`src/rtl/key_event_classifier_if.sv`:
```
// Key event bundle: enable and debounced key levels in, per-key event pulses and busy out.
interface key_event_classifier_if;
  logic       en;
  logic [3:0] key_db;
  logic [3:0] short_press;
  logic [3:0] long_press;
  logic [3:0] rpt_press;
  logic       busy;

  modport master (
    output en,
    output key_db,
    input  short_press,
    input  long_press,
    input  rpt_press,
    input  busy
  );

  modport slave (
    input  en,
    input  key_db,
    output short_press,
    output long_press,
    output rpt_press,
    output busy
  );
endinterface

```
`src/rtl/key_event_classifier.sv`:
```
// Per-key press classifier: turns debounced active-low key levels into one-cycle
// short / long / auto-repeat event pulses, one independent FSM and counter per key.
module key_event_classifier #(
  parameter int                 CNT_W      = 26,
  parameter logic [CNT_W-1:0]   LONG_CNT   = 26'd50_000_000,
  parameter logic [CNT_W-1:0]   REPEAT_CNT = 26'd10_000_000
) (
  input  logic                  clk,
  input  logic                  rst_n,
  key_event_classifier_if.slave bus
);

  localparam logic [1:0] IDLE = 2'd0;
  localparam logic [1:0] HOLD = 2'd1;
  localparam logic [1:0] LONG = 2'd2;

  localparam logic [CNT_W-1:0] ONE         = {{(CNT_W-1){1'b0}}, 1'b1};
  localparam logic [CNT_W-1:0] LONG_LAST   = LONG_CNT - ONE;
  localparam logic [CNT_W-1:0] REPEAT_LAST = REPEAT_CNT - ONE;

  logic [3:0] short_vec;
  logic [3:0] long_vec;
  logic [3:0] rpt_vec;
  logic [3:0] idle_next;
  logic       busy_reg;

  for (genvar gi = 0; gi < 4; gi++) begin : g_key
    logic [1:0]       state_reg, state_next;
    logic [CNT_W-1:0] cnt_reg, cnt_next;
    logic             short_reg, short_next;
    logic             long_reg, long_next;
    logic             rpt_reg, rpt_next;

    always_comb begin
      state_next = state_reg;
      cnt_next   = cnt_reg;
      short_next = 1'b0;
      long_next  = 1'b0;
      rpt_next   = 1'b0;
      if (!bus.en) begin
        state_next = IDLE;
        cnt_next   = '0;
      end else begin
        case (state_reg)
          IDLE: begin
            cnt_next = '0;
            if (!bus.key_db[gi]) state_next = HOLD;
          end
          // Release is checked before the threshold so a release on the
          // threshold edge still counts as a short press.
          HOLD: begin
            if (bus.key_db[gi]) begin
              short_next = 1'b1;
              state_next = IDLE;
              cnt_next   = '0;
            end else if (cnt_reg == LONG_LAST) begin
              long_next  = 1'b1;
              state_next = LONG;
              cnt_next   = '0;
            end else begin
              cnt_next = cnt_reg + ONE;
            end
          end
          LONG: begin
            if (bus.key_db[gi]) begin
              state_next = IDLE;
              cnt_next   = '0;
            end else if (cnt_reg == REPEAT_LAST) begin
              rpt_next = 1'b1;
              cnt_next = '0;
            end else begin
              cnt_next = cnt_reg + ONE;
            end
          end
          default: begin
            state_next = IDLE;
            cnt_next   = '0;
          end
        endcase
      end
    end

    always_ff @(posedge clk) begin
      if (!rst_n) begin
        state_reg <= IDLE;
        cnt_reg   <= '0;
        short_reg <= 1'b0;
        long_reg  <= 1'b0;
        rpt_reg   <= 1'b0;
      end else begin
        state_reg <= state_next;
        cnt_reg   <= cnt_next;
        short_reg <= short_next;
        long_reg  <= long_next;
        rpt_reg   <= rpt_next;
      end
    end

    assign idle_next[gi] = (state_next == IDLE);
    assign short_vec[gi] = short_reg;
    assign long_vec[gi]  = long_reg;
    assign rpt_vec[gi]   = rpt_reg;
  end

  // Registered from next-state so busy lines up with the FSM state registers.
  always_ff @(posedge clk) begin
    if (!rst_n) begin
      busy_reg <= 1'b0;
    end else begin
      busy_reg <= ~&idle_next;
    end
  end

  assign bus.short_press = short_vec;
  assign bus.long_press  = long_vec;
  assign bus.rpt_press   = rpt_vec;
  assign bus.busy        = busy_reg;

endmodule

```
`src/flat_wrapper.sv`:
```
// flat-port wrapper written by rule: the top's interface ports become plain ports
module key_event_classifier_flat 
#(
  parameter int                 CNT_W      = 26,
  parameter logic [CNT_W-1:0]   LONG_CNT   = 26'd50_000_000,
  parameter logic [CNT_W-1:0]   REPEAT_CNT = 26'd10_000_000
)
  (clk, rst_n, bus_en, bus_key_db, bus_short_press, bus_long_press, bus_rpt_press, bus_busy);
  key_event_classifier_if bus_i ();
  input  logic clk;
  input  logic rst_n;
  input wire logic [$bits(bus_i.en)-1:0] bus_en;
  input wire logic [$bits(bus_i.key_db)-1:0] bus_key_db;
  output wire logic [$bits(bus_i.short_press)-1:0] bus_short_press;
  output wire logic [$bits(bus_i.long_press)-1:0] bus_long_press;
  output wire logic [$bits(bus_i.rpt_press)-1:0] bus_rpt_press;
  output wire logic [$bits(bus_i.busy)-1:0] bus_busy;
  assign bus_i.en = bus_en;
  assign bus_i.key_db = bus_key_db;
  assign bus_short_press = bus_i.short_press;
  assign bus_long_press = bus_i.long_press;
  assign bus_rpt_press = bus_i.rpt_press;
  assign bus_busy = bus_i.busy;
  key_event_classifier #(.CNT_W(CNT_W), .LONG_CNT(LONG_CNT), .REPEAT_CNT(REPEAT_CNT)) u_core (.clk(clk), .rst_n(rst_n), .bus(bus_i));
endmodule
```
`config.mk`:
```
export PLATFORM = sky130hd
export DESIGN_NAME = key_event_classifier_flat
export DESIGN_NICKNAME = d
export VERILOG_FILES = /design/src/rtl/key_event_classifier_if.sv /design/src/rtl/key_event_classifier.sv /design/src/flat_wrapper.sv
export SDC_FILE = /design/constraint.sdc
export NUM_CORES = 1
export LEC_CHECK = 0
export ABC_AREA = 1
export CAP_MARGIN = 15
export CORE_MARGIN = 3
export CORE_UTILIZATION = 45
export DETAILED_ROUTE_END_ITERATION = 12
export GPL_ROUTABILITY_DRIVEN = 0
export SETUP_SLACK_MARGIN = 0.05
export SYNTH_ARGS = -nofsm -noshare
export SYNTH_HDL_FRONTEND = slang
export SYNTH_SLANG_ARGS = --single-unit
```
`constraint.sdc`:
```
create_clock -name clk -period 5.15 [get_ports clk]
set_clock_uncertainty 0.1 [all_clocks]
set_input_delay 0.515 -clock clk [delete_from_list [all_inputs] [get_ports clk]]
set_output_delay 0.515 -clock clk [all_outputs]
set_load 0.01 [all_outputs]
```
==> metrics.cfg <==
[outcome]
outcome=complete, no violations

[routing]
routed_via_density=4.753
drt-initial-drc-count=344
wirelength_mm=13.04
post_drt_wl_per_cell_um=11.68
vias=5304
ant_nets=0
drc_errors=0
first_pass_iters=5

[pwr]
p_comb_share_pct=1.5
switchingPower_mw=0.4700
clockPowerShare_pct=57.6
leakagePower_nw=2.566
p_seq_share_pct=40.9
swShare_pct=19.79
power.internal_mw=1.905
peakVddDrop_v=0.0002437
p_per_area_nw_per_um2=320.5

[global_route]
grtUsageTotal_pct=17.24
grt_use_met2_pct=27.23
grt_start_max_net_pins=27
grt_pass1_vias=5062
use_met3_pct=4.707
antenna_found_initial=0
grt_remaining_overflow=0
grt_pass1_wl_mm=22.78
top_usage_layer=met2
grt_use_met1_pct=22.86

[cts]
clk_latency_ns=0.42
clock_sinks=125
cts_setup_buffers=0
cts_root_buf=clkbuf_16
cts_tree=done
cts.clk_slew.worst_paths_ns=0.06
clk_path_buf_depth=2
cts_hold_buf=0
cts_resized=0
cts_buffers=17
ctsHtreeMaxLevel=4

[timing]
fin_hold_ws_ns=0.3499
setup_ws_ns=2.669
grt_setup_unrepaired=no
tightest_slew_ns=0.8610
final_max_slew_viol_count=0
fin_tns_setup_ns=0
timing.fmax_ghz=0.4030
period_share_pct=48.18
finalHoldViolCount=0
relSlewSlack_pct=42.44
fin_crit_ns=2.481
setup_viol=0

[floorplanning]
start_util_pct=46.23
fp-row-count=43
pin_count=20
coreArea_sq_um=13990
die_h_um=125.9
die_w_um=125.9
die_area_sq_um=15850

[setup_path]
crit_start=rst_n
rr_startpoint=u_core.g_key[1].state_reg[0]
cp.required_ns=5.37
critPathArrivalTime_ns=2.70
critical_path_class=in2reg
start_kind=input port
cp-end-kind=flip-flop
cp_max_fo=22
rrSetupSlack_ns=2.87
ff2ff_path_depth=6
endpoint=u_core.g_key[1].cnt_reg[10]
r2r_end=u_core.g_key[1].cnt_reg[10]

[place]
port-buffer-count=19
dpl_worst_slack_ns=2.142
dp_hpwl_mm=9.658

[yosys]
yosysUniqueCellTypes=39
syn_inst=909
yosys_register_bits=125
avgSynthCellArea_sq_um=7.115
synth_seq_area_share_pct=38.69
synth.cell_area_sq_um=6467
synth_nets=936
ys_warn_count=0

[layout]
drive_above_1_share_pct=6.944
n_antenna_cell=0
fill_cells=1390
syn_to_final_growth_pct=14.59
largest_reg_flops=104
nNetsFinal=950

[worst_hold_path]
hold_path_class=reg2reg

[flow_run]
maxCapViolCount=0

-- placed cells by master (no fill, tap or decap), types with 6 or more instances in the layout --
| master | count |
|---|---|
| nor2_1 | 191 |
| o21ai_0 | 20 |
| clkbuf_16 | 17 |
| xor2_1 | 54 |
| inv_1 | 112 |
| dfxtp_1 | 125 |
| clkdlybuf4s50_1 | 19 |
| nand3_1 | 45 |
| ha_1 | 20 |
| nand2_1 | 165 |
| xnor2_1 | 10 |
| bufinv_16 | 6 |
| nor4_1 | 12 |
| nor2_2 | 8 |
| a21oi_1 | 9 |
| nor3_2 | 7 |
| nand4_1 | 26 |
| nor3_1 | 48 |
-- synthesized netlist by cell type --
cell type / n / share of area, %
buf_2: 7 / 0.54
o311ai_0: 1 / 0.14
or2_2: 2 / 0.19
nand4_4: 1 / 0.33
clkbuf_1: 3 / 0.17
o22ai_1: 2 / 0.19
nor2_2: 8 / 0.77
dfxtp_1: 125 / 39
and3_1: 1 / 0.097
nor3_1: 48 / 3.7
buf_4: 14 / 1.6
nand4_1: 26 / 2.5
o21ai_1: 2 / 0.15
o21bai_1: 1 / 0.12
nand3_1: 45 / 3.5
inv_2: 3 / 0.17
nor3_4: 1 / 0.25
or2_1: 1 / 0.097
nor3_2: 7 / 1.1
nand2_2: 2 / 0.19
nor4_2: 2 / 0.39
xnor2_1: 10 / 1.4
a31oi_1: 2 / 0.19
or2_4: 1 / 0.14
nand2_1: 165 / 9.6
clkinv_1: 1 / 0.058
o21ai_0: 20 / 1.5
o21bai_2: 1 / 0.17
a21oi_1: 9 / 0.70
nor4_1: 12 / 1.2
nor3b_1: 3 / 0.35
nor2_4: 1 / 0.17
xor2_1: 54 / 7.3
nand3b_1: 1 / 0.12
inv_1: 112 / 6.5
ha_1: 20 / 3.9
nor2_1: 191 / 11
nand3_2: 3 / 0.46
nand3b_4: 1 / 0.31
-- worst min path at each step --
stage                                           from                          to  slack (ns)  cells after the start
final                     u_core.g_key[1].cnt_reg[0]  u_core.g_key[1].cnt_reg[0]        0.35                      1
after global routing      u_core.g_key[2].cnt_reg[0]  u_core.g_key[2].cnt_reg[0]        0.36                      1
after CTS                 u_core.g_key[1].cnt_reg[0]  u_core.g_key[1].cnt_reg[0]        0.35                      1
after detailed placement  u_core.g_key[1].cnt_reg[0]  u_core.g_key[1].cnt_reg[0]        0.33                      1
after global placement    u_core.g_key[1].cnt_reg[0]  u_core.g_key[1].cnt_reg[0]        0.33                      1
after floorplan           u_core.g_key[1].cnt_reg[0]  u_core.g_key[1].cnt_reg[0]        0.31                      1
-- area by class of cell --
type | instances | area (sq um) | share of cell area (%)
clock inverter | 14 | 240.2 | 3.242
timing repair buffer | 19 | 190.2 | 2.566
clock buffer | 18 | 439.2 | 5.926
sequential | 125 | 2502 | 33.77
multi-input combinational | 644 | 3378 | 45.58
inverter | 116 | 435.4 | 5.875
tap | 180 | 225.2 | 3.039
-- worst max-delay path, stage by stage --
cell and delay [ns]:
clkdlybuf4s50_1 0.48, nand2_1 0.30, nor2_1 0.37, nand3_1 0.66, nor3b_1 0.38
-- kinds of logic (layout without fill, tap and decap cells) --
kind of cell	Yosys count	count (layout)	synth area share, %
AND/OR/NAND/NOR	522	522	36.49
XOR/XNOR	64	64	8.667
adder cells (fa/ha/maj)	20	20	3.869
flip-flops	125	125	38.69
buffers and inverters	140	167	9.073
AO/OA/AOI/OAI	38	38	3.211
-- metrics by stage --
stage	utilization, %	cells	total power, mW	instance area, sq um
floorplan	-	909	1.015	6467
global placement	48.12	1084	1.029	6731
detailed placement	48.12	1084	1.029	6731
CTS	52.98	1116	2.406	7411
global route	52.98	1116	2.451	7411
finish	52.98	1116	2.375	7411
-- per-layer routing --
layer / vias to the layer above / wire length (um)
met5: - / 0
met1: 2328 / 6593
met4: 0 / 166
met3: 17 / 370
met2: 54 / 5906
li1: 2905 / -
-- power groups by stage --
| stage | clock network (mW) | registers, mW | logic (mW) |
|---|---|---|---|
| finish | 1.37 | 0.972 | 0.0359 |
| global route | 1.44 | 0.972 | 0.0418 |
| CTS | 1.40 | 0.972 | 0.0367 |
| detailed placement | 0 | 0.993 | 0.0365 |
| global placement | 0 | 0.993 | 0.0365 |
| floorplan | 0 | 0.993 | 0.0226 |
(Power assumes the default switching activity.)
==> edit: new RTL, same flow settings <==
Change the localparam `HOLD` from 2'd1 to 2'd0.
--- a/src/rtl/key_event_classifier.sv
+++ b/src/rtl/key_event_classifier.sv
@@ -11,7 +11,7 @@
 );
 
   localparam logic [1:0] IDLE = 2'd0;
-  localparam logic [1:0] HOLD = 2'd1;
+  localparam logic [1:0] HOLD = 2'd0;
   localparam logic [1:0] LONG = 2'd2;
 
   localparam logic [CNT_W-1:0] ONE         = {{(CNT_W-1){1'b0}}, 1'b1};
Check against the original RTL: not equivalent (Yosys sat finds a counterexample within 4 cycles, from zero or initial values and one cycle with rst_n low).
==> edit against the unedited design <==
  * Global-route usage is 1.7 points higher
  * Wire length increased by 4.9%
  * Final area is 7.0% lower
  * Area after synthesis fell by 4.9%
  * Setup slack gained 550 ps
  * Sequential cell count is 8 lower
  * Maximum frequency grew 29%
Power is not compared: it rests on default switching activity, and its combinational part moved more than twofold at a synthesized area within 25%.
==> edit: results (changes against the unedited design) <==
status=finished, final reports clean (unchanged); first-pass GRT wire length=22700 um (was 22800 um); vias in the first global route=4988 (was 5062); post-synthesis sequential area ratio=38.1% (was 38.7%); DRT met1 WL=6950 um (was 6590 um); Slew @ Worst Pin=508 ps (was 861 ps); WP data arrival=1320 ps (was 2700 ps); setup TNS=0 ps (unchanged); 1st-iter DRT viols=489 (was 344); Crit path largest cell delay=540 ps (was 660 ps); fin nets=987 (was 950); kind of cell adding the most delay to the critical path=buffers and inverters (was simple AND/OR/NAND/NOR gates); M2 GR Usage=29.6% (was 27.2%); grt met3 use=5.54% (was 4.71%); synth top area cells=dfxtp_1 38%, nand2_1 17%, nor2_1 15%, inv_1 5.4%, nand3_1 4.6% (was dfxtp_1 39%, nor2_1 11%, nand2_1 9.6%, xor2_1 7.3%, inv_1 6.5%); fill cell count=1369 (was 1390); Post-synth top cells=273 x nand2_1, 239 x nor2_1, 117 x dfxtp_1, 88 x inv_1, 56 x nand3_1 (was 191 x nor2_1, 165 x nand2_1, 125 x dfxtp_1, 112 x inv_1, 54 x xor2_1); Detail Route met2 WL=5970 um (was 5910 um); xor/xnor share of the synthesized area=5.55% (was 8.67%); Netlist cell types=30 (was 39); reg2reg start=u_core.g_key[2].cnt_reg[0] (was u_core.g_key[1].state_reg[0]); Synth Area in Compound Gates=5.01% (was 3.21%); routing usage on met1=25.3% (was 22.9%); port bufs=11 (was 19); Post-DP HPWL=10100 um (was 9660 um); ratio of cells with drive above 1 in the final layout=5.48% (was 6.94%); Worst Hold Launch=u_core.g_key[2].cnt_reg[0] (was u_core.g_key[1].cnt_reg[0]); largest net degree at the start of global routing=26 (was 27); Worst Path Max Fanout=1 (was 22); DR WL met3=592 um (was 370 um); WL per Instance=11.8 um (was 11.7 um); Main synth FF type=dfxtp_1 (unchanged); CP startpoint=u_core.bus.busy (was rst_n)
[edit: cell count changes in the layout (fill, tap and decap cells not counted), sizes merged, moves of 15 or more]
cell,change
a21oi,+37
ha,-16
inv,-26
nand2,+113
nand4,-15
nor2,+50
nor3,-52
xor2,-34
[edit: per-stage QoR]
step / std cells / total power (W) / area (um^2) / setup slack, ps
5_1_grt: 1162 / 0.00208 / 6890 / 3020
2_1_floorplan: 966 / 0.000935 / 6190 / 3610
3_3_place_gp: 1133 / 0.000937 / 6350 / 2920
6_report: 1162 / 0.00202 / 6890 / 3220
4_1_cts: 1162 / 0.00204 / 6890 / 3200
3_5_place_dp: 1133 / 0.000938 / 6350 / 2850
[edit: layout make-up]
class,count,area (um^2),share of cell area [%]
well taps,176,220,3.20
repair buffers,11,110,1.60
inverters,90,338,4.90
clock inverters,4,47.5,0.690
multi-input cells,739,3340,48.4
clock buffers,25,495,7.19
flip-flops and latches,117,2340,34.0
[edit: worst paths after layout]
check,endpoint,slack [ps],depth (start not counted)
hold reg to reg,u_core.g_key[2].cnt_reg[0],350,1
setup reg to reg,u_core.g_key[2].cnt_reg[5],3230,8
hold / removal,u_core.g_key[2].cnt_reg[0],350,1
setup / recovery,bus_busy,3220,1
[edit: logic make-up (layout without fill, tap and decap cells)]
group | count (synthesis) | count (layout)
adders and majority gates | 4 | 4
DFF | 117 | 117
buffers and inverters | 110 | 130
xor gates and xnor gates | 39 | 39
and+or+nand+nor | 625 | 625
AOI/OAI and AO/OA | 59 | 59
other | 1 | 12
[edit: where the power goes]
part / internal, W / switching [W]
registers: 0.000908 / 0.000000440
clock network: 0.000703 / 0.000394
logic: 0.00000452 / 0.00000611
